===== config.mk =====
export PLATFORM = sky130hd
export DESIGN_NAME = hazard_fwd_ctrl
export DESIGN_NICKNAME = d
export VERILOG_FILES = /design/src/rtl/hazard_fwd_ctrl.sv
export SDC_FILE = /design/constraint.sdc
export NUM_CORES = 1
export LEC_CHECK = 0
export CAP_MARGIN = 0
export CELL_PAD_IN_SITES_DETAIL_PLACEMENT = 0
export CELL_PAD_IN_SITES_GLOBAL_PLACEMENT = 1
export CORE_MARGIN = 5
export CORE_UTILIZATION = 35
export CTS_BUF_LIST = sky130_fd_sc_hd__clkbuf_16
export CTS_CLUSTER_DIAMETER = 80
export DETAILED_ROUTE_END_ITERATION = 6
export GPL_TIMING_DRIVEN = 0
export PLACE_DENSITY = 0.73
export REMOVE_ABC_BUFFERS = 1
export SLEW_MARGIN = 20
export SYNTH_ARGS = -nofsm -noshare
export SYNTH_HDL_FRONTEND = slang
export SYNTH_SLANG_ARGS = --single-unit

===== constraint.sdc =====
create_clock -name clk -period 3.25 [get_ports clk]
set_clock_uncertainty 0.15 [all_clocks]
set_input_delay 0.65 -clock clk [delete_from_list [all_inputs] [get_ports clk]]
set_output_delay 0.65 -clock clk [all_outputs]
set_load 0.01 [all_outputs]

===== src/rtl/hazard_fwd_ctrl.sv =====
// hazard_fwd_ctrl: hazard controller for the 5-stage RV32I pipeline.
//   Tracks destination registers of in-flight instructions (EX/MEM/WB), drives
//   the EX operand-forwarding selects, stalls on load-use (or on any RAW hazard
//   when forwarding is disabled), flushes IF/ID on taken branches and keeps
//   saturating stall/flush event counters.
// Ports:
//   clk, rst                    clock (rising edge), async active-high reset
//   id_valid, id_rs1/2,         ID-stage instruction: validity, sources and
//   id_rs1/2_used, id_rd,       whether they are read, destination, write
//   id_rd_we, id_is_load        enable and load flag
//   ex_br_taken                 taken branch/jump resolved in EX this cycle
//   stall, flush_if_id,         comb: freeze PC+IF/ID, clear IF/ID,
//   id_ex_bubble                load NOP into ID/EX
//   ex_fwd_a_sel, ex_fwd_b_sel  reg: EX operand mux selects (0 RF, 1 MEM, 2 WB)
//   stall_cnt, flush_cnt        reg: saturating event counters
module hazard_fwd_ctrl #(
   parameter int unsigned REG_AW = 5,
   parameter int unsigned CNT_W  = 32,
   parameter int unsigned FWD_EN = 1
) (
   input  logic              clk,
   input  logic              rst,
   input  logic              id_valid,
   input  logic [REG_AW-1:0] id_rs1,
   input  logic [REG_AW-1:0] id_rs2,
   input  logic              id_rs1_used,
   input  logic              id_rs2_used,
   input  logic [REG_AW-1:0] id_rd,
   input  logic              id_rd_we,
   input  logic              id_is_load,
   input  logic              ex_br_taken,
   output logic              stall,
   output logic              flush_if_id,
   output logic              id_ex_bubble,
   output logic [1:0]        ex_fwd_a_sel,
   output logic [1:0]        ex_fwd_b_sel,
   output logic [CNT_W-1:0]  stall_cnt,
   output logic [CNT_W-1:0]  flush_cnt
);

   localparam logic [1:0] SEL_RF  = 2'd0;
   localparam logic [1:0] SEL_MEM = 2'd1;
   localparam logic [1:0] SEL_WB  = 2'd2;

   typedef struct packed {
      logic              valid;
      logic [REG_AW-1:0] rd;
      logic              we;
      logic              load;
   } ex_slot_t;

   // The load flag only matters while the producer is in EX, so MEM drops it.
   typedef struct packed {
      logic              valid;
      logic [REG_AW-1:0] rd;
      logic              we;
   } mem_slot_t;

   // The WB slot holds no state: the register file is write-first, so a
   // producer in WB never forwards or stalls and nothing would read it.
   ex_slot_t  ex_q;
   mem_slot_t mem_q;

   logic       hz_ex, hz_mem, advancing;
   logic [1:0] a_nxt, b_nxt;

   function automatic logic match_ex(input logic used, input logic [REG_AW-1:0] rs,
                                     input ex_slot_t s);
      return used & s.valid & s.we & (s.rd != '0) & (s.rd == rs);
   endfunction

   function automatic logic match_mem(input logic used, input logic [REG_AW-1:0] rs,
                                      input mem_slot_t s);
      return used & s.valid & s.we & (s.rd != '0) & (s.rd == rs);
   endfunction

   // Forward select for one operand: youngest producer wins.
   function automatic logic [1:0] fwd_sel(input logic used, input logic [REG_AW-1:0] rs,
                                          input ex_slot_t e, input mem_slot_t m);
      if (match_ex(used, rs, e))
         return SEL_MEM;
      else if (match_mem(used, rs, m))
         return SEL_WB;
      else
         return SEL_RF;
   endfunction

   // Hazard detection, stall/flush/bubble and next forward selects.
   always_comb begin
      hz_ex        = 1'b0;
      hz_mem       = 1'b0;
      stall        = 1'b0;
      flush_if_id  = 1'b0;
      id_ex_bubble = 1'b0;
      advancing    = 1'b0;
      a_nxt        = SEL_RF;
      b_nxt        = SEL_RF;

      hz_ex  = match_ex(id_rs1_used, id_rs1, ex_q) | match_ex(id_rs2_used, id_rs2, ex_q);
      hz_mem = match_mem(id_rs1_used, id_rs1, mem_q) | match_mem(id_rs2_used, id_rs2, mem_q);

      // Flush takes priority: a taken branch kills the ID instruction anyway.
      if (id_valid && !ex_br_taken) begin
         if (FWD_EN != 0)
            stall = hz_ex & ex_q.load;
         else
            stall = hz_ex | hz_mem;
      end

      flush_if_id  = ex_br_taken;
      id_ex_bubble = stall | ex_br_taken | ~id_valid;
      advancing    = id_valid & ~stall & ~ex_br_taken;

      if (advancing && (FWD_EN != 0)) begin
         a_nxt = fwd_sel(id_rs1_used, id_rs1, ex_q, mem_q);
         b_nxt = fwd_sel(id_rs2_used, id_rs2, ex_q, mem_q);
      end
   end

   // Scoreboard shift and registered forward selects.
   always_ff @(posedge clk or posedge rst) begin
      if (rst) begin
         ex_q         <= '0;
         mem_q        <= '0;
         ex_fwd_a_sel <= SEL_RF;
         ex_fwd_b_sel <= SEL_RF;
      end else begin
         mem_q.valid  <= ex_q.valid;
         mem_q.rd     <= ex_q.rd;
         mem_q.we     <= ex_q.we;
         if (advancing) begin
            ex_q.valid <= 1'b1;
            ex_q.rd    <= id_rd;
            ex_q.we    <= id_rd_we;
            ex_q.load  <= id_is_load;
         end else begin
            ex_q       <= '0;
         end
         ex_fwd_a_sel <= a_nxt;
         ex_fwd_b_sel <= b_nxt;
      end
   end

   // Saturating event counters.
   always_ff @(posedge clk or posedge rst) begin
      if (rst) begin
         stall_cnt <= '0;
         flush_cnt <= '0;
      end else begin
         if (stall && (stall_cnt != {CNT_W{1'b1}}))
            stall_cnt <= stall_cnt + CNT_W'(1);
         if (flush_if_id && (flush_cnt != {CNT_W{1'b1}}))
            flush_cnt <= flush_cnt + CNT_W'(1);
      end
   end

endmodule


==> results of run 1 <==
[logic make-up after synthesis]
kind of cell,synth area share (%)
adder cells (fa/ha/maj),0.627
multiplexers,0.376
buffers and inverters,1.82
AO/OA/AOI/OAI,3.39
XOR/XNOR,17.8
AND/OR/NAND/NOR,24.0
flip-flops,52.0
[per-layer routing]
| layer | vias up | track usage, % |
|---|---|---|
| met2 | 86 | 24.6 |
| met5 | - | 0 |
| met3 | 13 | 3.19 |
| li1 | 1509 | - |
| met4 | 0 | 6.12 |
| met1 | 1543 | 19.9 |
[repair_timing]
action,in CTS,in global routing
setup endpoints to repair,2,0
endpoints found under the hold margin,0,0
buffers inserted,5,0
resized for setup,10,0
[layout by cell type (no fill, tap or decap), types with 4 or more instances in the layout]
cell type / count
xor2_1: 47
dfrtp_1: 83
and2_1: 8
nand4_1: 23
and3_1: 5
a21oi_1: 4
or3_1: 5
and4_1: 9
buf_4: 5
nor2_1: 20
clkbuf_16: 9
clkdlybuf4s50_1: 90
nand3_1: 26
inv_1: 9
nor3_1: 19
nor4_1: 13
xnor2_1: 34
nand2_1: 32
[state kept, by name (all words and copies together) (netlist names)]
| name | cells |
|---|---|
| flush_cnt | 32 |
| stall_cnt | 32 |
| ex_q | 8 |
| mem_q | 7 |
| ex_fwd_a_sel | 2 |
| ex_fwd_b_sel | 2 |
[critical path, cell delays in order]
cell and delay [ns]:
clkdlybuf4s50_1 0.51, xnor2_1 0.13, nand4_1 0.17, nor3_4 0.23, buf_4 0.16, o21ai_4 0.07, inv_2 0.13, dlygate4sd2_1 0.28
[per-stage QoR]
stage / worst slack (ns) / hold slack [ns]
floorplan: 0.313 / 0.204
global placement: -1.10 / 0.211
detailed placement: -0.648 / 0.215
CTS: 0.116 / 0.229
global route: 0.0401 / 0.239
finish: 0.125 / 0.228
[final timing paths]
kind,to,slack [ns]
max,stall,0.12
min,mem_q[6],0.23
min in group asynchronous,mem_q[3],0.51
max reg2reg,stall_cnt[1],0.67
max in group asynchronous,flush_cnt[24],1.84
min reg2reg,mem_q[6],0.23
[where the power goes]
group	internal [mW]	switching, mW	total, mW
sequential	1.08	0.0674	1.15
combinational	0.147	0.125	0.272
clock	0.586	0.401	0.986
[final cells by class]
class	instances	area [µm²]
flip-flops and latches	83	2080
well taps	143	179
inverters	9	36.3
fillers	1109	5870
repair buffers	99	992
clock buffers	9	225
clock inverters	7	61.3
multi-input cells	272	1880
==> flow_summary.html, run 1 <==
<table>
<tr><th>Metric</th><th>Value</th></tr>
<tr><th colspan="2">Logic synthesis</th></tr>
<tr><td>Cells after synthesis</td><td>roughly 370</td></tr>
<tr><td>Number of enable-type register cells in the synthesized netlist</td><td>0</td></tr>
<tr><td>Number of unique standard cell types used by synthesis</td><td>37</td></tr>
<tr><td>Post-Syn Area per Cell</td><td>10.7 µm²</td></tr>
<tr><td>Most instantiated library cell after synthesis</td><td>dfrtp_1</td></tr>
<tr><td>Post-synth top cells</td><td>dfrtp_1, xor2_1, xnor2_1</td></tr>
<tr><td>Async set-reset flop share out of synthesis</td><td>100%</td></tr>
<tr><td>Dominant cell type by area after synthesis</td><td>dfrtp_1</td></tr>
<tr><td>Syn Std Cell Area</td><td>3990 µm²</td></tr>
<tr><td>Most used flip-flop cell after synthesis</td><td>dfrtp_1</td></tr>
<tr><td>Synth Register Bits</td><td>83</td></tr>
<tr><td>Yosys warning count</td><td>0</td></tr>
<tr><td>Yosys top cell area share</td><td>52.0%</td></tr>
<tr><td>Largest cells by area after synthesis</td><td>dfrtp_1, xor2_1, xnor2_1, nand4_1, nand3_1</td></tr>
<tr><td>Proportion of synthesized chip area in sequential cells</td><td>52.0%</td></tr>
<tr><th colspan="2">Finish</th></tr>
<tr><td>Area of all placed cells without fillers</td><td>approximately 5500 µm²</td></tr>
<tr><td>Layout Nets</td><td>499</td></tr>
<tr><td>Fraction of final layout cells with drive strength greater than 1</td><td>6.68%</td></tr>
<tr><td>Area added between synthesis and finish</td><td>36.6%</td></tr>
<tr><td>Antenna diode count</td><td>0</td></tr>
<tr><td>Post-route insts no fill</td><td>622</td></tr>
<tr><td>Final Core Density</td><td>48.1%</td></tr>
<tr><th colspan="2">Outcome</th></tr>
<tr><td>Status</td><td>completed</td></tr>
<tr><th colspan="2">Routing</th></tr>
<tr><td>Uppermost layer routed</td><td>met4</td></tr>
<tr><td>Detailed-route DRC error count</td><td>0</td></tr>
<tr><td>Initial detailed-routing violation count</td><td>189</td></tr>
<tr><td>Routed metal-1 wire length</td><td>~4.5 mm</td></tr>
<tr><td>Via-to-Cell Ratio</td><td>approximately 5.1</td></tr>
<tr><td>Via total after detailed routing</td><td>~3200</td></tr>
<tr><td>Amount of wire on met2 after detailed routing</td><td>4.66 mm</td></tr>
<tr><td>Antenna Violating Nets Remaining</td><td>0</td></tr>
<tr><td>Total detailed-routing wirelength</td><td>9.82 mm</td></tr>
<tr><td>Wire length on met3</td><td>513 µm</td></tr>
<tr><td>Length of the first detailed-routing pass in iterations</td><td>4</td></tr>
<tr><td>Routed WL per cell</td><td>15.8 µm</td></tr>
<tr><th colspan="2">Worst setup path</th></tr>
<tr><td>Start-to-end type of the worst setup path</td><td>input port to output pin</td></tr>
<tr><td>Capturing element type of the critical path</td><td>output pin</td></tr>
<tr><td>Crit path DAT</td><td>2.33 ns</td></tr>
<tr><td>Source of the critical timing path</td><td>id_rs2[3]</td></tr>
<tr><td>Required time of the worst setup path</td><td>2.45 ns</td></tr>
<tr><td>Worst setup SP type</td><td>input port</td></tr>
<tr><td>Highest net fanout along the worst path</td><td>5</td></tr>
<tr><td>Worst reg2reg startpoint</td><td>stall_cnt[1]</td></tr>
<tr><td>Number of cell instances on the worst register-to-register path</td><td>6</td></tr>
<tr><th colspan="2">GRT</th></tr>
<tr><td>Number of antenna violations at the first check in global routing</td><td>0</td></tr>
<tr><td>Vias in the first global route</td><td>3290</td></tr>
<tr><td>Final global-route overflow total</td><td>0</td></tr>
<tr><td>Overall fraction of global-route tracks in use</td><td>15.2%</td></tr>
<tr><td>Wire length of the first global-routing pass</td><td>16.4 mm</td></tr>
<tr><td>Largest net degree at the start of global routing</td><td>between 50 and 60</td></tr>
<tr><th colspan="2">Power and ir drop</th></tr>
<tr><td>Maximum VDD drop</td><td>0.000225 V</td></tr>
<tr><td>Total power after layout</td><td>2.41 mW</td></tr>
<tr><td>Ratio of total power to cell area</td><td>441 nW/µm²</td></tr>
<tr><td>Standby leakage power</td><td>2.43 nW</td></tr>
<tr><th colspan="2">STA</th></tr>
<tr><td>Worst slew pin tran</td><td>approximately 0.94 ns</td></tr>
<tr><td>Setup TNS after final layout</td><td>0 ns</td></tr>
<tr><td>Max-slew violation count</td><td>0</td></tr>
<tr><td>RSZ-0062 raised after global routing</td><td>no</td></tr>
<tr><td>Final hold violation count</td><td>0</td></tr>
<tr><td>Period utilisation layout</td><td>96.2%</td></tr>
<tr><td>Number of setup violations in the final report</td><td>0</td></tr>
<tr><td>Worst slew margin</td><td>37.3%</td></tr>
<tr><td>Achievable frequency</td><td>0.320 GHz</td></tr>
<tr><td>Post-layout minimum cycle time</td><td>3.13 ns</td></tr>
<tr><th colspan="2">Placement</th></tr>
<tr><td>Post-detailed-placement half-perimeter wirelength</td><td>around 7.1 mm</td></tr>
<tr><td>Count of buffers from port buffering</td><td>93</td></tr>
<tr><td>Placed standard-cell area</td><td>5090 µm²</td></tr>
<tr><td># placed instances</td><td>between 600 and 700</td></tr>
<tr><td>Final weighted congestion in routability-driven placement</td><td>0.809</td></tr>
<tr><th colspan="2">Min path</th></tr>
<tr><td>Hold crit path type</td><td>flip-flop to flip-flop</td></tr>
<tr><td>Number of cells traversed by the worst hold path</td><td>0</td></tr>
<tr><td>Startpoint of the worst hold path</td><td>ex_q[7]</td></tr>
<tr><th colspan="2">Clock network</th></tr>
<tr><td>H-tree Lvls</td><td>3</td></tr>
<tr><td>Longest Clk Path Bufs</td><td>2</td></tr>
<tr><td>Post-CTS Hold Buffers</td><td>0</td></tr>
<tr><td>CTS Buf Count</td><td>9</td></tr>
<tr><td>Clock tree from TritonCTS</td><td>yes</td></tr>
<tr><td>Clock latency of the later-clocked register in the worst-skew pair</td><td>0.33 ns</td></tr>
<tr><td>Clock Tree Root</td><td>clkbuf_16</td></tr>
<tr><td>Clock tree sinks</td><td>83</td></tr>
<tr><td>Clock transition at path regs</td><td>0.06 ns</td></tr>
<tr><th colspan="2">Floorplan</th></tr>
<tr><td>IO Count</td><td>94</td></tr>
<tr><td>Die width</td><td>between 100 and 150 µm</td></tr>
<tr><td>Overall die area</td><td>approximately 14000 µm²</td></tr>
<tr><td>Initial cell density of the core</td><td>35.3%</td></tr>
<tr><td>Cell Rows</td><td>39</td></tr>
<tr><td>Height of the chip</td><td>roughly 120 µm</td></tr>
<tr><td>CORE AREA</td><td>11300 µm²</td></tr>
<tr><th colspan="2">Flow run</th></tr>
<tr><td>Maxcap violations</td><td>0</td></tr>
</table>
No activity file was read; power rests on OpenSTA's default activity.
==> inputs of run 2 (changes only) <==
--- a/config.mk
+++ b/config.mk
@@ -10,7 +10,7 @@
 export CELL_PAD_IN_SITES_GLOBAL_PLACEMENT = 1
 export CORE_MARGIN = 5
 export CORE_UTILIZATION = 35
-export CTS_BUF_LIST = sky130_fd_sc_hd__clkbuf_16
+export CTS_BUF_LIST = sky130_fd_sc_hd__clkbuf_8
 export CTS_CLUSTER_DIAMETER = 80
 export DETAILED_ROUTE_END_ITERATION = 6
 export GPL_TIMING_DRIVEN = 0
==> flow_summary.html, run 2 (synthesized netlist as in run 1, its figures left out) <==
<table>
<tr><th>Metric</th><th>Value</th></tr>
<tr><th colspan="2">Outcome</th></tr>
<tr><td>Status</td><td>completed (unchanged)</td></tr>
<tr><th colspan="2">Clock network</th></tr>
<tr><td>Post-CTS Hold Buffers</td><td>0 (unchanged)</td></tr>
<tr><td>Clock tree from TritonCTS</td><td>yes (unchanged)</td></tr>
<tr><td>Clock tree sinks</td><td>83 (unchanged)</td></tr>
<tr><td>Clock Tree Root</td><td>clkbuf_8 (was clkbuf_16)</td></tr>
<tr><td>CTS Buf Count</td><td>9 (unchanged)</td></tr>
<tr><td>Longest Clk Path Bufs</td><td>2 (unchanged)</td></tr>
<tr><td>Clock latency of the later-clocked register in the worst-skew pair</td><td>0.35 ns (was 0.33 ns)</td></tr>
<tr><td>Clock transition at path regs</td><td>0.08 ns (was 0.06 ns)</td></tr>
<tr><td>H-tree Lvls</td><td>3 (unchanged)</td></tr>
<tr><th colspan="2">Finish</th></tr>
<tr><td>FILL cells</td><td>1125 (was 1109)</td></tr>
<tr><td>Fraction of final layout cells with drive strength greater than 1</td><td>7.10% (was 6.68%)</td></tr>
<tr><td>Leading cell type in the layout, fill and taps excluded</td><td>clkdlybuf4s50_1 (unchanged)</td></tr>
<tr><td>Area added between synthesis and finish</td><td>34.5% (was 36.6%)</td></tr>
<tr><td>Highest-count cells in the layout ignoring fill and taps</td><td>clkdlybuf4s50_1, dfrtp_1, xor2_1 (unchanged)</td></tr>
<tr><td>Multi-input logic area</td><td>1880 µm² (unchanged)</td></tr>
<tr><td>Footprint of the flip-flops and latches</td><td>2080 µm² (unchanged)</td></tr>
<tr><td>Area of all placed cells without fillers</td><td>5370 µm² (was 5450 µm²)</td></tr>
<tr><td>Registers with the highest flip-flop counts</td><td>flush_cnt (32), stall_cnt (32), ex_q (8) (unchanged)</td></tr>
<tr><td>Antenna diode count</td><td>0 (unchanged)</td></tr>
<tr><td>Layout Nets</td><td>499 (unchanged)</td></tr>
<tr><th colspan="2">Worst setup path</th></tr>
<tr><td>Worst setup SP type</td><td>input port (unchanged)</td></tr>
<tr><td>Start-to-end type of the worst setup path</td><td>input port to output pin (unchanged)</td></tr>
<tr><td>Cells along the critical path</td><td>clkdlybuf4s50_1 -&gt; xnor2_1 -&gt; nand4_1 -&gt; nor3_4 -&gt; buf_4 -&gt; o21ai_4 -&gt; inv_2 -&gt; dlygate4sd2_1 (unchanged)</td></tr>
<tr><td>Kind of cell adding the most delay to the critical path</td><td>buffers and inverters (unchanged)</td></tr>
<tr><td>Crit path DAT</td><td>2.33 ns (about the same)</td></tr>
<tr><td>Highest net fanout along the worst path</td><td>5 (unchanged)</td></tr>
<tr><td>Capturing element type of the critical path</td><td>output pin (unchanged)</td></tr>
<tr><td>Cell at the slowest stage of the critical path</td><td>clkdlybuf4s50_1 (unchanged)</td></tr>
<tr><td>Biggest cell delay along the critical path</td><td>0.53 ns (was 0.51 ns)</td></tr>
<tr><td>Number of buffers and inverters on the critical path</td><td>4 (unchanged)</td></tr>
<tr><td>Required time of the worst setup path</td><td>2.45 ns (about the same)</td></tr>
<tr><th colspan="2">STA</th></tr>
<tr><td>Worst slew margin</td><td>34.0% (was 37.3%)</td></tr>
<tr><td>Setup TNS after final layout</td><td>0 ns (unchanged)</td></tr>
<tr><td>Post-layout minimum cycle time</td><td>3.13 ns (about the same)</td></tr>
<tr><td>Final hold violation count</td><td>0 (unchanged)</td></tr>
<tr><td>Max-slew violation count</td><td>0 (unchanged)</td></tr>
<tr><td>Period utilisation layout</td><td>96.3% (was 96.2%)</td></tr>
<tr><td>Worst slew pin tran</td><td>0.986 ns (was 0.936 ns)</td></tr>
<tr><td>PnR worst setup slack</td><td>0.120 ns (was 0.125 ns)</td></tr>
<tr><td>RSZ-0062 raised after global routing</td><td>no (unchanged)</td></tr>
<tr><td>Number of setup violations in the final report</td><td>0 (unchanged)</td></tr>
<tr><td>Achievable frequency</td><td>0.319 GHz (was 0.320 GHz)</td></tr>
<tr><th colspan="2">GRT</th></tr>
<tr><td>Global-route met3 utilization</td><td>3.03% (was 3.19%)</td></tr>
<tr><td>Final global-route overflow total</td><td>0 (unchanged)</td></tr>
<tr><td>Largest net degree at the start of global routing</td><td>56 (unchanged)</td></tr>
<tr><td>Wire length of the first global-routing pass</td><td>16.4 mm (about the same)</td></tr>
<tr><td>Number of antenna violations at the first check in global routing</td><td>0 (unchanged)</td></tr>
<tr><td>Overall fraction of global-route tracks in use</td><td>15.0% (was 15.2%)</td></tr>
<tr><td>GR Util met1</td><td>19.8% (was 19.9%)</td></tr>
<tr><td>Vias in the first global route</td><td>3299 (was 3290)</td></tr>
<tr><td>Global-route track usage on met2</td><td>24.9% (was 24.6%)</td></tr>
<tr><td>Highest-utilization routing layer at the global route stage</td><td>met2 (unchanged)</td></tr>
<tr><th colspan="2">Floorplan</th></tr>
<tr><td>Cell Rows</td><td>39 (unchanged)</td></tr>
<tr><td>IO Count</td><td>94 (unchanged)</td></tr>
<tr><td>Die width</td><td>117 µm (unchanged)</td></tr>
<tr><td>CORE AREA</td><td>11300 µm² (unchanged)</td></tr>
<tr><td>Initial cell density of the core</td><td>35.3% (unchanged)</td></tr>
<tr><td>Height of the chip</td><td>117 µm (unchanged)</td></tr>
<tr><td>Overall die area</td><td>13600 µm² (unchanged)</td></tr>
<tr><th colspan="2">Routing</th></tr>
<tr><td>Via total after detailed routing</td><td>3164 (was 3151)</td></tr>
<tr><td>Length of the first detailed-routing pass in iterations</td><td>5 (was 4)</td></tr>
<tr><td>Detailed-route DRC error count</td><td>0 (unchanged)</td></tr>
<tr><td>Routed WL per cell</td><td>15.7 µm (was 15.8 µm)</td></tr>
<tr><td>Initial detailed-routing violation count</td><td>125 (was 189)</td></tr>
<tr><td>Via-to-Cell Ratio</td><td>5.09 (was 5.07)</td></tr>
<tr><td>Antenna Violating Nets Remaining</td><td>0 (unchanged)</td></tr>
<tr><td>Total detailed-routing wirelength</td><td>9.79 mm (was 9.82 mm)</td></tr>
<tr><th colspan="2">Power and ir drop</th></tr>
<tr><td>Standby leakage power</td><td>2.40 nW (was 2.43 nW)</td></tr>
<tr><td>Total power after layout</td><td>2.18 mW (was 2.41 mW)</td></tr>
<tr><td>Ratio of total power to cell area</td><td>406 nW/µm² (was 441 nW/µm²)</td></tr>
<tr><td>Maximum VDD drop</td><td>0.000225 V (about the same)</td></tr>
<tr><th colspan="2">Min path</th></tr>
<tr><td>Hold crit path type</td><td>flip-flop to flip-flop (unchanged)</td></tr>
<tr><th colspan="2">Placement</th></tr>
<tr><td>Place WS</td><td>-0.648 ns (unchanged)</td></tr>
<tr><td>Placed standard-cell area</td><td>5090 µm² (unchanged)</td></tr>
<tr><td>Final weighted congestion in routability-driven placement</td><td>0.809 (unchanged)</td></tr>
<tr><td>Post-detailed-placement half-perimeter wirelength</td><td>7.13 mm (unchanged)</td></tr>
<tr><td>Count of buffers from port buffering</td><td>93 (unchanged)</td></tr>
<tr><th colspan="2">Flow run</th></tr>
<tr><td>Maxcap violations</td><td>0 (unchanged)</td></tr>
</table>
run 2: per-stage QoR:
step | std cells | hold WS [ns] | utilization, %
finish | 622 | 0.233 | 47.4
CTS | 622 | 0.235 | 47.4
floorplan | 364 | 0.204 | -
global placement | 600 | 0.211 | 44.7
detailed placement | 601 | 0.215 | 45.0
global route | 622 | 0.245 | 47.4
run 2: worst register-to-register path: stages, from the launching register on:
cell     delay, ns
dfrtp_1       0.41
ha_1          0.20
nand3_2       0.17
or3_1         0.55
nor4_4        0.53
nor2_2        0.11
mux2_4        0.32
run 2: worst paths after layout:
kind,startpoint,end,slack [ns],cells after the start
worst min register to register,ex_q[7],mem_q[6],0.23,0
min in group asynchronous,rst,mem_q[3],0.49,2
worst max register to register,stall_cnt[0],stall_cnt[1],0.71,6
worst max-delay path,id_rs2[1],stall,0.12,8
worst min-delay path,ex_q[7],mem_q[6],0.23,0
max in group asynchronous,rst,flush_cnt[24],1.85,3
run 2: timing repair:
| item | 4_1_cts | 5_1_grt |
|---|---|---|
| setup buffers | 5 | 0 |
| gates resized for setup | 10 | 0 |
| setup endpoints to repair | 2 | 0 |
run 2: routing by layer:
metal / wire length (µm) / up-vias
met4: 113 / 0
met2: 4750 / 88
met3: 542 / 10
li1: - / 1509
met5: 0 / -
met1: 4380 / 1557
run 2: report_power, final:
group / leakage, nW / internal, mW / switching, mW / total [mW]
Combinational: 1.17 / 0.147 / 0.125 / 0.272
Clock: 0.108 / 0.394 / 0.370 / 0.763
Sequential: 1.12 / 1.08 / 0.0674 / 1.15
Total: 2.40 / 1.62 / 0.562 / 2.18
run 2: cell type report:
class / count / area share, %
well taps: 143 / 3.33
repair buffers: 99 / 18.5
multi-input cells: 272 / 35.0
inverters: 9 / 0.676
clock buffers: 11 / 2.82
flip-flops and latches: 83 / 38.7
clock inverters: 5 / 1.00
